`config.mk`:
```
export PLATFORM = sky130hd
export DESIGN_NAME = pipe_stage_skid
export DESIGN_NICKNAME = d
export VERILOG_FILES = /design/src/rtl/pipe_stage_skid.sv
export SDC_FILE = /design/constraint.sdc
export NUM_CORES = 1
export LEC_CHECK = 0
export ABC_AREA = 1
export BUFFER_PORTS_ARGS = -buffer_cell sky130_fd_sc_hd__clkbuf_2
export CORE_MARGIN = 3
export CORE_UTILIZATION = 55
export CTS_BUF_LIST = sky130_fd_sc_hd__clkbuf_4
export DETAILED_ROUTE_END_ITERATION = 10
export GPL_ROUTABILITY_DRIVEN = 0
export HOLD_SLACK_MARGIN = 0.15
export MAX_ROUTING_LAYER = met4
export PLACE_DENSITY = 0.88
export REMOVE_ABC_BUFFERS = 1
export SLEW_MARGIN = 0
export SYNTH_ARGS = -nofsm -noshare
export SYNTH_HDL_FRONTEND = slang
export SYNTH_SLANG_ARGS = --single-unit
```
`constraint.sdc`:
```
create_clock -name CLK -period 1.7 [get_ports CLK]
set_input_delay 0.34 -clock CLK [delete_from_list [all_inputs] [get_ports CLK]]
set_output_delay 0.34 -clock CLK [all_outputs]
set_load 0.02 [all_outputs]
```
`src/rtl/pipe_stage_skid.sv`:
```
// pipe_stage_skid: one valid/ready pipeline stage that holds up to two entries.
// The skid entry lets IN_READY come straight from a flop, so there is no
// combinational path from OUT_READY. FLUSH drops every stored entry.
//
// Ports:
//   CLK        clock, rising edge
//   RESET      synchronous reset, active low
//   FLUSH      synchronous kill of stored entries
//   IN_VALID   upstream payload present
//   IN_READY   this stage accepts IN_DATA this cycle
//   IN_DATA    upstream payload
//   OUT_VALID  OUT_DATA holds a live entry
//   OUT_READY  downstream accepts the head entry
//   OUT_DATA   head-entry payload
//   COUNT      occupancy, 0..2
//   STALL_CNT  saturating count of cycles with OUT_VALID=1, OUT_READY=0
module pipe_stage_skid #(
   parameter int unsigned      WIDTH     = 32,
   parameter logic [WIDTH-1:0] RESET_VAL = {WIDTH{1'b0}},
   parameter bit               SKID      = 1'b1,
   parameter int unsigned      CNT_W     = 16
) (
   input  logic             CLK,
   input  logic             RESET,
   input  logic             FLUSH,
   input  logic             IN_VALID,
   output logic             IN_READY,
   input  logic [WIDTH-1:0] IN_DATA,
   output logic             OUT_VALID,
   input  logic             OUT_READY,
   output logic [WIDTH-1:0] OUT_DATA,
   output logic [1:0]       COUNT,
   output logic [CNT_W-1:0] STALL_CNT
);

   // The encoding equals the occupancy, so COUNT comes straight from it.
   typedef enum logic [1:0] {
      EMPTY = 2'd0,
      ONE   = 2'd1,
      TWO   = 2'd2
   } state_t;

   state_t           state_q, state_d;
   logic [WIDTH-1:0] main_q, main_d;
   logic [WIDTH-1:0] skid_q, skid_d;
   logic [CNT_W-1:0] stall_q, stall_d;
   logic             valid_q;
   logic             rdy_q;
   logic             in_fire;
   logic             out_fire;

   // Without the skid entry, ready must look at the downstream
   // handshake in the same cycle.
   assign IN_READY  = SKID ? rdy_q : (OUT_READY | ~valid_q);
   assign OUT_VALID = valid_q;
   assign OUT_DATA  = main_q;
   assign COUNT     = state_q;
   assign STALL_CNT = stall_q;

   assign in_fire  = IN_VALID & IN_READY;
   assign out_fire = valid_q & OUT_READY;

   always_comb begin
      state_d = state_q;
      main_d  = main_q;
      skid_d  = skid_q;
      stall_d = stall_q;

      // Saturates at all ones; FLUSH does not touch it.
      if (valid_q && !OUT_READY && (stall_q != '1)) begin
         stall_d = stall_q + CNT_W'(1);
      end

      if (FLUSH) begin
         state_d = EMPTY;
         main_d  = RESET_VAL;
      end else begin
         unique case (state_q)
            EMPTY: begin
               if (in_fire) begin
                  main_d  = IN_DATA;
                  state_d = ONE;
               end
            end
            ONE: begin
               unique case ({in_fire, out_fire})
                  2'b11: main_d = IN_DATA;
                  2'b01: state_d = EMPTY;
                  2'b10: begin
                     // Unreachable with SKID=0: ready needs OUT_READY.
                     if (SKID) begin
                        skid_d  = IN_DATA;
                        state_d = TWO;
                     end
                  end
                  default: ;
               endcase
            end
            TWO: begin
               if (out_fire) begin
                  main_d  = skid_q;
                  state_d = ONE;
               end
            end
            default: state_d = EMPTY;
         endcase
      end
   end

   // Flag outputs are loaded from the next state so they stay pure flops.
   always_ff @(posedge CLK) begin
      if (!RESET) begin
         state_q <= EMPTY;
         main_q  <= RESET_VAL;
         skid_q  <= RESET_VAL;
         stall_q <= '0;
         valid_q <= 1'b0;
         rdy_q   <= 1'b1;
      end else begin
         state_q <= state_d;
         main_q  <= main_d;
         skid_q  <= skid_d;
         stall_q <= stall_d;
         valid_q <= (state_d != EMPTY);
         rdy_q   <= (state_d != TWO);
      end
   end

endmodule

```
# After elaboration in Yosys (flattened, before gate mapping)

Cells that the tools add are included.

Add/subtract/negate cells: 1
Reductions and logical operators: 9
Shift operators: 0
Multipliers: 0
Div/mod/pow operators: 0
Muxes and demuxes: 9
Equal/unequal tests: 10
Magnitude comparators: 0
Bitwise operators: 4

Operators with widths:

| cell                                                                     | number |
|---|---|
| 32-bit 2-to-1 mux                                                        | 3 |
| 32-bit one-hot mux with 3 select lines                                   | 1 |
| 16-bit by 1-bit adder with 16-bit output (second input constant)         | 1 |
| 16-bit inequality test (second input constant)                           | 1 |
| 2-bit equality test (second input constant)                              | 3 |
| 2-bit 2-to-1 mux                                                         | 3 |
| 2-bit inequality test (second input constant)                            | 3 |
| 2-bit one-hot mux with 3 select lines                                    | 1 |
| 2-bit by 1-bit equality test with 1-bit output (second input constant)   | 2 |
| 2-bit one-hot mux with 2 select lines                                    | 1 |
| 4-bit AND reduction                                                      | 1 |
| 3-bit AND reduction                                                      | 1 |
| 3-bit nonzero test                                                       | 1 |
| 1-bit AND                                                                | 2 |
| 1-bit logical AND                                                        | 2 |
| 2-bit zero test                                                          | 1 |
| 2-bit by 1-bit inequality test with 1-bit output (second input constant) | 1 |
| 1-bit inverter                                                           | 2 |
| 2-bit nonzero test                                                       | 1 |
| 2-bit OR reduction                                                       | 1 |
| 1-bit zero test                                                          | 1 |

Memories kept: 0
Output and inout port bits: 52
RAM bits: 0
Input bits: 37
Register bits: 84
ROM bits: 0
Bits in latches: 0

# Depth between registers and ports, before layout

Gate-level depths: netlist (run 1).

Depth in word-level cells: 6
Mapped depth: 9
Gate-level depth less buffers: 9

# Worst setup path after synthesis (run 1)

OpenSTA, ideal clock, no wires.

Path kind: register to register
Start: register stall_q[0], in the netlist STALL_CNT[0]
End: register stall_q[11], in the netlist STALL_CNT[11]
Arrival: 1.482 ns
Setup slack: 0.086 ns
Stages on the path, launching flop included: 10
Cell sequence: dfxtp_1 ha_1 nand2_1 nor2_2 nand2_2 nor2_2 nor2_4 buf_6 nand2_1 a21oi_1

Word-level cells in the longest chain between the ends: 2

Ends and longest elaborated chain:

| item                                                                                             | line | RTL |
|---|---|---|
| from (decl)                                                                                      | 46   | `logic [CNT_W-1:0] stall_q, stall_d;` |
| from (signal assigned)                                                                           | 123  | `stall_q <= stall_d;` |
| parallel branches: the longest is 2 deep, another holds 16-bit by 1-bit adder with 16-bit output | --   |  |

Several ways; the timed one is not identified.
A chain may end at the register's enable or synchronous reset.

# Worst setup path after layout (run 1)

Start: register state_q[1], in the netlist COUNT[1]
End: register main_q[13], in the netlist OUT_DATA[13]

Word-level cells in the longest chain between the ends: 3

Ends and longest elaborated chain:

| item                                                                               | line | RTL |
|---|---|---|
| from (decl)                                                                        | 43   | `state_t state_q, state_d;` |
| from (signal assigned)                                                             | 120  | `state_q <= state_d;` |
| 2-bit by 1-bit equality test with 1-bit output (tied with other cells)             | 78   | `unique case (state_q)` |
| 2-bit by 1-bit inequality test with 1-bit output (no line) (tied with other cells) | --   |  |
| 4-bit AND reduction (no line)                                                      | --   |  |
| to (signal assigned)                                                               | 121  | `main_q <= main_d;` |
| to (decl)                                                                          | 44   | `logic [WIDTH-1:0] main_q, main_d;` |

Parallel ways exist; a longest one is shown, timed or not.

==> results of run 1 <==
cell families (layout without fill, tap and decap cells):
kind of cell | Yosys count | count (layout) | synth area share
AO/OA/AOI/OAI | 82 | 82 | 0.1583
adder cells (fa/ha/maj) | 1 | 1 | 0.003404
flip-flops | 84 | 84 | 0.4576
AND/OR/NAND/NOR | 268 | 268 | 0.3000
buffers and inverters | 47 | 148 | 0.06640
XOR/XNOR | 6 | 6 | 0.01430
layout make-up:
cell class	instances	share of cell area
repair buffers	113	0.1545
well taps	77	0.02179
clock inverters	6	0.01245
clock buffers	10	0.01698
inverters	19	0.01642
multi-input cells	357	0.3974
flip-flops and latches	84	0.3804
through the flow:
step	hold WS (ns)	worst slack, ns	util	std cells	instance area [µm²]
2_1_floorplan	0.4604	-0.7477	-	460	3503
3_3_place_gp	0.4808	0.2356	0.6489	638	4168
3_5_place_dp	0.4867	0.1858	0.6489	638	4168
4_1_cts	0.1508	0.1392	0.6879	666	4418
5_1_grt	0.1609	-0.009210	0.6883	666	4420
6_report	0.1654	0.1272	0.6883	666	4420
where the power goes:
| group | switching (µW) | internal, µW | leakage (µW) | total (µW) |
|---|---|---|---|---|
| Combinational | 261 | 170 | 0.00153 | 431 |
| Clock | 669 | 453 | 0.0000797 | 1120 |
| Sequential | 36.6 | 2030 | 0.000682 | 2070 |
state kept, by name, summed over array words and instances, names as in the netlist:
signal	cells
STALL_CNT	16
skid_q	32
OUT_DATA	32
COUNT	2
IN_READY	1
OUT_VALID	1
synth_stat cells:
cell type                    n
sky130_fd_sc_hd__nor2_1     91
sky130_fd_sc_hd__dfxtp_1    84
sky130_fd_sc_hd__nor2_4      1
sky130_fd_sc_hd__buf_6       7
sky130_fd_sc_hd__nand3b_1    1
sky130_fd_sc_hd__inv_2       2
sky130_fd_sc_hd__or2_1       1
sky130_fd_sc_hd__inv_1      16
sky130_fd_sc_hd__clkinv_2    1
sky130_fd_sc_hd__nand2_1   119
sky130_fd_sc_hd__nor2_2      4
sky130_fd_sc_hd__xnor2_1     2
sky130_fd_sc_hd__xor2_1      4
sky130_fd_sc_hd__nand4_1     5
sky130_fd_sc_hd__o211a_1    32
sky130_fd_sc_hd__buf_2      11
sky130_fd_sc_hd__o21ai_0    36
sky130_fd_sc_hd__o21ai_4     1
sky130_fd_sc_hd__nand2_2     2
sky130_fd_sc_hd__a21oi_1    13
sky130_fd_sc_hd__nand3_1    44
sky130_fd_sc_hd__ha_1        1
sky130_fd_sc_hd__clkbuf_1   10
routing by layer:
layer	track usage	vias to the layer above	wire (µm)
met4	0.1185	0	191
met2	0.4240	173	4430
met3	0.04986	18	763
met5	-	-	0
li1	-	1793	-
met1	0.3041	1655	3852
worst paths after layout:
check                                     to  cells after the start
worst min-delay path              skid_q[10]                      3
worst max register to register  OUT_DATA[13]                      6
worst max-delay path            OUT_DATA[13]                      6
worst min register to register   OUT_DATA[1]                      1
what timing repair did:
item	in CTS	in global routing
gates resized for setup	0	1
endpoints found under the setup margin	0	2
hold buffers	12	0
hold endpoints to repair	12	0
worst max-delay path, stage by stage (launching register included):
cell	delay (ns)
sky130_fd_sc_hd__dfxtp_1	0.38
sky130_fd_sc_hd__inv_2	0.07
sky130_fd_sc_hd__or2_1	0.17
sky130_fd_sc_hd__clkinv_2	0.39
sky130_fd_sc_hd__nand2_1	0.18
sky130_fd_sc_hd__nand3_1	0.13
sky130_fd_sc_hd__o211a_1	0.13
==> impl_table.tex, run 1 <==
\begin{tabular}{lr}
\hline
Metric & Value \\
\hline
\multicolumn{2}{l}{\textbf{Detailed routing}} \\
Number of detailed-routing iterations run before antenna repair & 5 \\
Post-DR vias/cell & 5.464 \\
Total wire length & roughly 9.2 mm \\
Wirelength per Cell & about 14 µm \\
Remaining number of nets flagged by the antenna check after routing & 0 \\
DRC viols & 0 \\
Iteration-0 DRC Markers & 242 \\
Via total after detailed routing & between 3000 and 4000 \\
\multicolumn{2}{l}{\textbf{STA}} \\
Final critical path time including I/O delays and setup & 1.573 ns \\
Sum of negative setup slack & 0 ns \\
Fmax & $\sim$640 MHz \\
Slew HR & 0.6990 \\
Final hold violation count & 0 \\
Clock Skew & 0.01892 ns \\
Number of failing setup endpoints in the final timing report & 0 \\
Final critical-path share of the clock period & 0.9252 \\
Worst-margin pin slew & 0.4510 ns \\
Final Max Tran Viols & 0 \\
RSZ-0062 raised after global routing & yes \\
\multicolumn{2}{l}{\textbf{Floorplan}} \\
Core ar. & 6422 µm² \\
Effective utilization at floorplan & 0.5722 \\
Horizontal extent of the die & 87.74 µm \\
I/O pin count & 89 \\
Die area & slightly below 8000 µm² \\
Die span in y & about 88 µm \\
Cell Rows & 29 \\
\multicolumn{2}{l}{\textbf{GRT}} \\
Vias in the first global route & 3613 \\
Combined global-route utilization of all metal layers & 0.2580 \\
Initial antenna violation count & 0 \\
Maximum number of pins on one net before global-route repair & 47 \\
GRT overflow & 0 \\
Global-route wire length before repair & 15.46 mm \\
\multicolumn{2}{l}{\textbf{Logic synthesis}} \\
Post-synthesis instance area & 3675 µm² \\
Cell type with the highest aggregate area in the netlist & sky130\_fd\_sc\_hd\_\_dfxtp\_1 \\
Share of synthesized area occupied by flip-flops and latches & 0.4576 \\
Cell types with the largest area share after synthesis & sky130\_fd\_sc\_hd\_\_dfxtp\_1 46\%, sky130\_fd\_sc\_hd\_\_nand2\_1 12\%, sky130\_fd\_sc\_hd\_\_nor2\_1 9.3\% \\
Yosys warns & 0 \\
Number of distinct library cell variants in the gate-level netlist after synthesis & 23 \\
Post-Syn Instances & 488 \\
Synth top area share & 0.4576 \\
Mean instance size in the synthesized netlist & 7.530 µm² \\
Post-synthesis register bit count & 84 \\
\multicolumn{2}{l}{\textbf{Setup path}} \\
Reg2Reg Setup Slack & 0.13 ns \\
Origin of the worst setup path & COUNT[1] \\
Data required time at the worst endpoint & 2.03 ns \\
Arrival time of data at the critical path endpoint & around 1.9 ns \\
Critical Path Sink Type & register \\
Critical Path Source Type & register \\
Maximum fanout along the worst path & 32 \\
Type of the worst setup path & register to register \\
R2r startpoint & COUNT[1] \\
\multicolumn{2}{l}{\textbf{Clock network}} \\
Maximum clock path buffer count & 2 \\
H-tree Lvls & 3 \\
Sinks on Clock Net & 84 \\
Clock latency at the later pin of the worst-skew pair & 0.43 ns \\
Clock-pin slew of the registers on the worst-case setup and hold paths & 0.13 ns \\
Post-CTS setup buffer count & 0 \\
Number of buffers created by CTS & 9 \\
TritonCTS clock tree & done \\
Root buffer selected by CTS & sky130\_fd\_sc\_hd\_\_clkbuf\_4 \\
\multicolumn{2}{l}{\textbf{Power}} \\
Total power of the final layout & about 3600 µW \\
Power Density & 819.3 nW/µm² \\
Maximum VDD drop & 561.2 µV \\
Leak pwr & 0.002294 µW \\
\multicolumn{2}{l}{\textbf{Flow run}} \\
Count of maximum capacitance violations & 0 \\
\multicolumn{2}{l}{\textbf{Cells and area}} \\
Layout overhead on the synthesized area & 20.29\% \\
Highest-count cells in the layout ignoring fill and taps & 119 x sky130\_fd\_sc\_hd\_\_nand2\_1, 89 x sky130\_fd\_sc\_hd\_\_nor2\_1, 88 x sky130\_fd\_sc\_hd\_\_clkbuf\_2, 84 x sky130\_fd\_sc\_hd\_\_dfxtp\_1, 44 x sky130\_fd\_sc\_hd\_\_nand3\_1 \\
Final antenna diode count & 0 \\
Storage cell area & between 1500 and 2000 µm² \\
Net count reported at finish & about 620 \\
Area of combinational cells with multiple inputs & between 1500 and 2000 µm² \\
Count of fill cells added during filler insertion & slightly above 500 \\
Fraction of layout instances using a drive strength above 1 & 0.2224 \\
Most frequent standard cell in the layout excluding fill and tap cells & sky130\_fd\_sc\_hd\_\_nand2\_1 \\
\multicolumn{2}{l}{\textbf{Outcome}} \\
Result of the run & finished, final reports clean \\
\multicolumn{2}{l}{\textbf{Min path}} \\
Startpoint of the lowest-slack hold path & IN\_DATA[10] \\
Path category of the worst min-delay check & input port to register \\
\multicolumn{2}{l}{\textbf{Placement}} \\
HPWL Detailed & 6.153 mm \\
Number of I/O port buffers & 88 \\
\hline
\end{tabular}
Note: power is estimated with default switching activity, not from simulation.
==> run 2, diff against run 1 <==
--- a/config.mk
+++ b/config.mk
@@ -8,13 +8,12 @@
 export ABC_AREA = 1
 export BUFFER_PORTS_ARGS = -buffer_cell sky130_fd_sc_hd__clkbuf_2
 export CORE_MARGIN = 3
-export CORE_UTILIZATION = 55
-export CTS_BUF_LIST = sky130_fd_sc_hd__clkbuf_4
+export CORE_UTILIZATION = 53
 export DETAILED_ROUTE_END_ITERATION = 10
 export GPL_ROUTABILITY_DRIVEN = 0
 export HOLD_SLACK_MARGIN = 0.15
 export MAX_ROUTING_LAYER = met4
-export PLACE_DENSITY = 0.88
+export PLACE_DENSITY = 0.85
 export REMOVE_ABC_BUFFERS = 1
 export SLEW_MARGIN = 0
 export SYNTH_ARGS = -nofsm -noshare
==> run 2 against run 1 <==
Net effect:
- design area shrank 0.54%
- register-to-register slack about the same
- flip-flop and latch count unchanged
- hold slack improved by 0.069 ns
- wire length decreased by 3.7%
- critical path depth down 1
- critical path type unchanged
==> impl_table.tex, run 2 (synthesized netlist as in run 1, its figures left out) <==
\begin{tabular}{lr}
\hline
Metric & Value \\
\hline
\multicolumn{2}{l}{\textbf{Cells and area}} \\
Net count reported at finish & 609 \\
Most frequent standard cell in the layout excluding fill and tap cells & sky130\_fd\_sc\_hd\_\_nand2\_1 \\
Layout overhead on the synthesized area & 19.65\% \\
Fraction of the core area covered by cells at the end of the flow & 0.6732 \\
Fraction of layout instances using a drive strength above 1 & 0.2222 \\
Final antenna diode count & 0 \\
Final design area excluding fillers & 4397 µm² \\
Highest-count cells in the layout ignoring fill and taps & 119 x sky130\_fd\_sc\_hd\_\_nand2\_1, 89 x sky130\_fd\_sc\_hd\_\_nor2\_1, 88 x sky130\_fd\_sc\_hd\_\_clkbuf\_2, 84 x sky130\_fd\_sc\_hd\_\_dfxtp\_1, 44 x sky130\_fd\_sc\_hd\_\_nand3\_1 \\
\multicolumn{2}{l}{\textbf{Setup path}} \\
R2r startpoint & COUNT[0] \\
Critical-path cell list & or2\_1, clkinv\_2, nand2\_1, nand3\_1, o211a\_1 \\
Arrival time of data at the critical path endpoint & 1.81 ns \\
Data required time at the worst endpoint & approximately 1.9 ns \\
Longest individual stage delay on the worst path & roughly 0.42 ns \\
FF-to-FF End & OUT\_DATA[4] \\
Worst setup path end & OUT\_DATA[4] \\
Reg2Reg Setup Slack & 0.13 ns \\
Worst-path cell with the longest stage delay & sky130\_fd\_sc\_hd\_\_clkinv\_2 \\
Type of the worst setup path & register to register \\
Origin of the worst setup path & COUNT[0] \\
Critical Path Source Type & register \\
Critical Path Sink Type & register \\
Worst Reg-to-Reg Cells & 5 \\
Maximum fanout along the worst path & 32 \\
\multicolumn{2}{l}{\textbf{STA}} \\
RSZ-0062 raised after global routing & no \\
Final hold violation count & 0 \\
Worst-margin pin slew & 0.4750 ns \\
Minimum hold slack & 0.2341 ns \\
Final critical-path share of the clock period & 0.9249 \\
Slew HR & 0.6830 \\
Final Max Tran Viols & 0 \\
Number of failing setup endpoints in the final timing report & 0 \\
Fmax & around 640 MHz \\
Final critical path time including I/O delays and setup & 1.572 ns \\
Smallest setup slack after layout & 0.1277 ns \\
Clock Skew & 0.007742 ns \\
\multicolumn{2}{l}{\textbf{GRT}} \\
Combined global-route utilization of all metal layers & 0.2354 \\
Vias in the first global route & 3283 \\
GRT overflow & 0 \\
Global-route wire length before repair & 14.46 mm \\
Maximum number of pins on one net before global-route repair & 65 \\
Initial antenna violation count & 0 \\
\multicolumn{2}{l}{\textbf{Clock network}} \\
Post-CTS Hold Fix Bufs & 0 \\
Sinks on Clock Net & 84 \\
Clock-pin slew of the registers on the worst-case setup and hold paths & 0.08 ns \\
Resized Gates After CTS & 0 \\
Maximum clock path buffer count & 2 \\
TritonCTS clock tree & done \\
Post-CTS setup buffer count & 0 \\
Number of buffers created by CTS & 9 \\
Root buffer selected by CTS & sky130\_fd\_sc\_hd\_\_clkbuf\_8 \\
Clock latency at the later pin of the worst-skew pair & about 0.34 ns \\
H-tree Lvls & 3 \\
\multicolumn{2}{l}{\textbf{Power}} \\
Maximum VDD drop & $\sim$740 µV \\
Leak pwr & 0.002281 µW \\
Total power of the final layout & roughly 4200 µW \\
Power Density & 955.4 nW/µm² \\
\multicolumn{2}{l}{\textbf{Placement}} \\
Number of I/O port buffers & 88 \\
Placed Area & a little over 4000 µm² \\
HPWL Detailed & roughly 6 mm \\
Setup Slack @ Placement & 0.1471 ns \\
\multicolumn{2}{l}{\textbf{Detailed routing}} \\
Post-DR vias/cell & 5.513 \\
Total wire length & 8.891 mm \\
Number of detailed-routing iterations run before antenna repair & 5 \\
Iteration-0 DRC Markers & about 250 \\
Remaining number of nets flagged by the antenna check after routing & 0 \\
Via total after detailed routing & 3600 \\
Wirelength per Cell & 13.62 µm \\
DRC viols & 0 \\
\multicolumn{2}{l}{\textbf{Floorplan}} \\
Die area & 7968 µm² \\
Effective utilization at floorplan & 0.5626 \\
Cell Rows & 29 \\
I/O pin count & 89 \\
Die span in y & 89.27 µm \\
Core ar. & 6531 µm² \\
Horizontal extent of the die & about 89 µm \\
\multicolumn{2}{l}{\textbf{Min path}} \\
Path category of the worst min-delay check & input port to register \\
\multicolumn{2}{l}{\textbf{Outcome}} \\
Result of the run & finished, final reports clean \\
\multicolumn{2}{l}{\textbf{Flow run}} \\
Count of maximum capacitance violations & 0 \\
\hline
\end{tabular}
## run 2: worst min path at each step
| stage | slack [ns] | end | depth (start not counted) | start |
|---|---|---|---|---|
| after floorplan | 0.46 | STALL_CNT[10] | 2 | RESET |
| after global placement | 0.48 | OUT_DATA[14] | 1 | OUT_DATA[14] |
| after detailed placement | 0.49 | OUT_DATA[8] | 1 | OUT_DATA[8] |
| after CTS | 0.22 | skid_q[27] | 3 | IN_DATA[27] |
| after global routing | 0.23 | skid_q[24] | 3 | IN_DATA[24] |
| final | 0.23 | skid_q[27] | 3 | IN_DATA[27] |
## run 2: cell type report
type                            count  area (µm²)
Inverter                           19       72.57
Multi-Input combinational cell    357        1754
Clock inverter                      5       107.6
Sequential cell                    84        1682
Timing Repair Buffer              100       543.0
Tap cell                           77       96.34
Clock buffer                       11       141.4
Fill cell                         557        2135
## run 2: worst max-delay path, delay by kind of cell (launching register included)
family / cells / cell delay [ns]
and+or+nand+nor: 3 / 0.52
buffers and inverters: 1 / 0.42
DFF: 1 / 0.40
AOI/OAI and AO/OA: 1 / 0.12
## run 2: power breakdown
group	leakage [µW]	total (µW)	switching [µW]	internal (µW)
Sequential	0.000682	2070	36.7	2030
Clock	0.000124	1740	713	1030
Combinational	0.00147	397	251	147
Total	0.00228	4200	1000	3200
## run 2: routing by layer
metal / GRT usage / up-vias / wire length, µm
li1: - / 1763 / -
met1: 0.2795 / 1698 / 3944
met2: 0.4059 / 125 / 4323
met3: 0.03318 / 14 / 494
met4: 0.08254 / 0 / 129
met5: - / - / 0
## run 2: metrics by stage
step | setup TNS [ns] | cells
2_1_floorplan | -36.29 | 460
3_5_place_dp | 0 | 637
3_3_place_gp | 0 | 637
6_report | 0 | 653
5_1_grt | 0 | 653
4_1_cts | 0 | 653
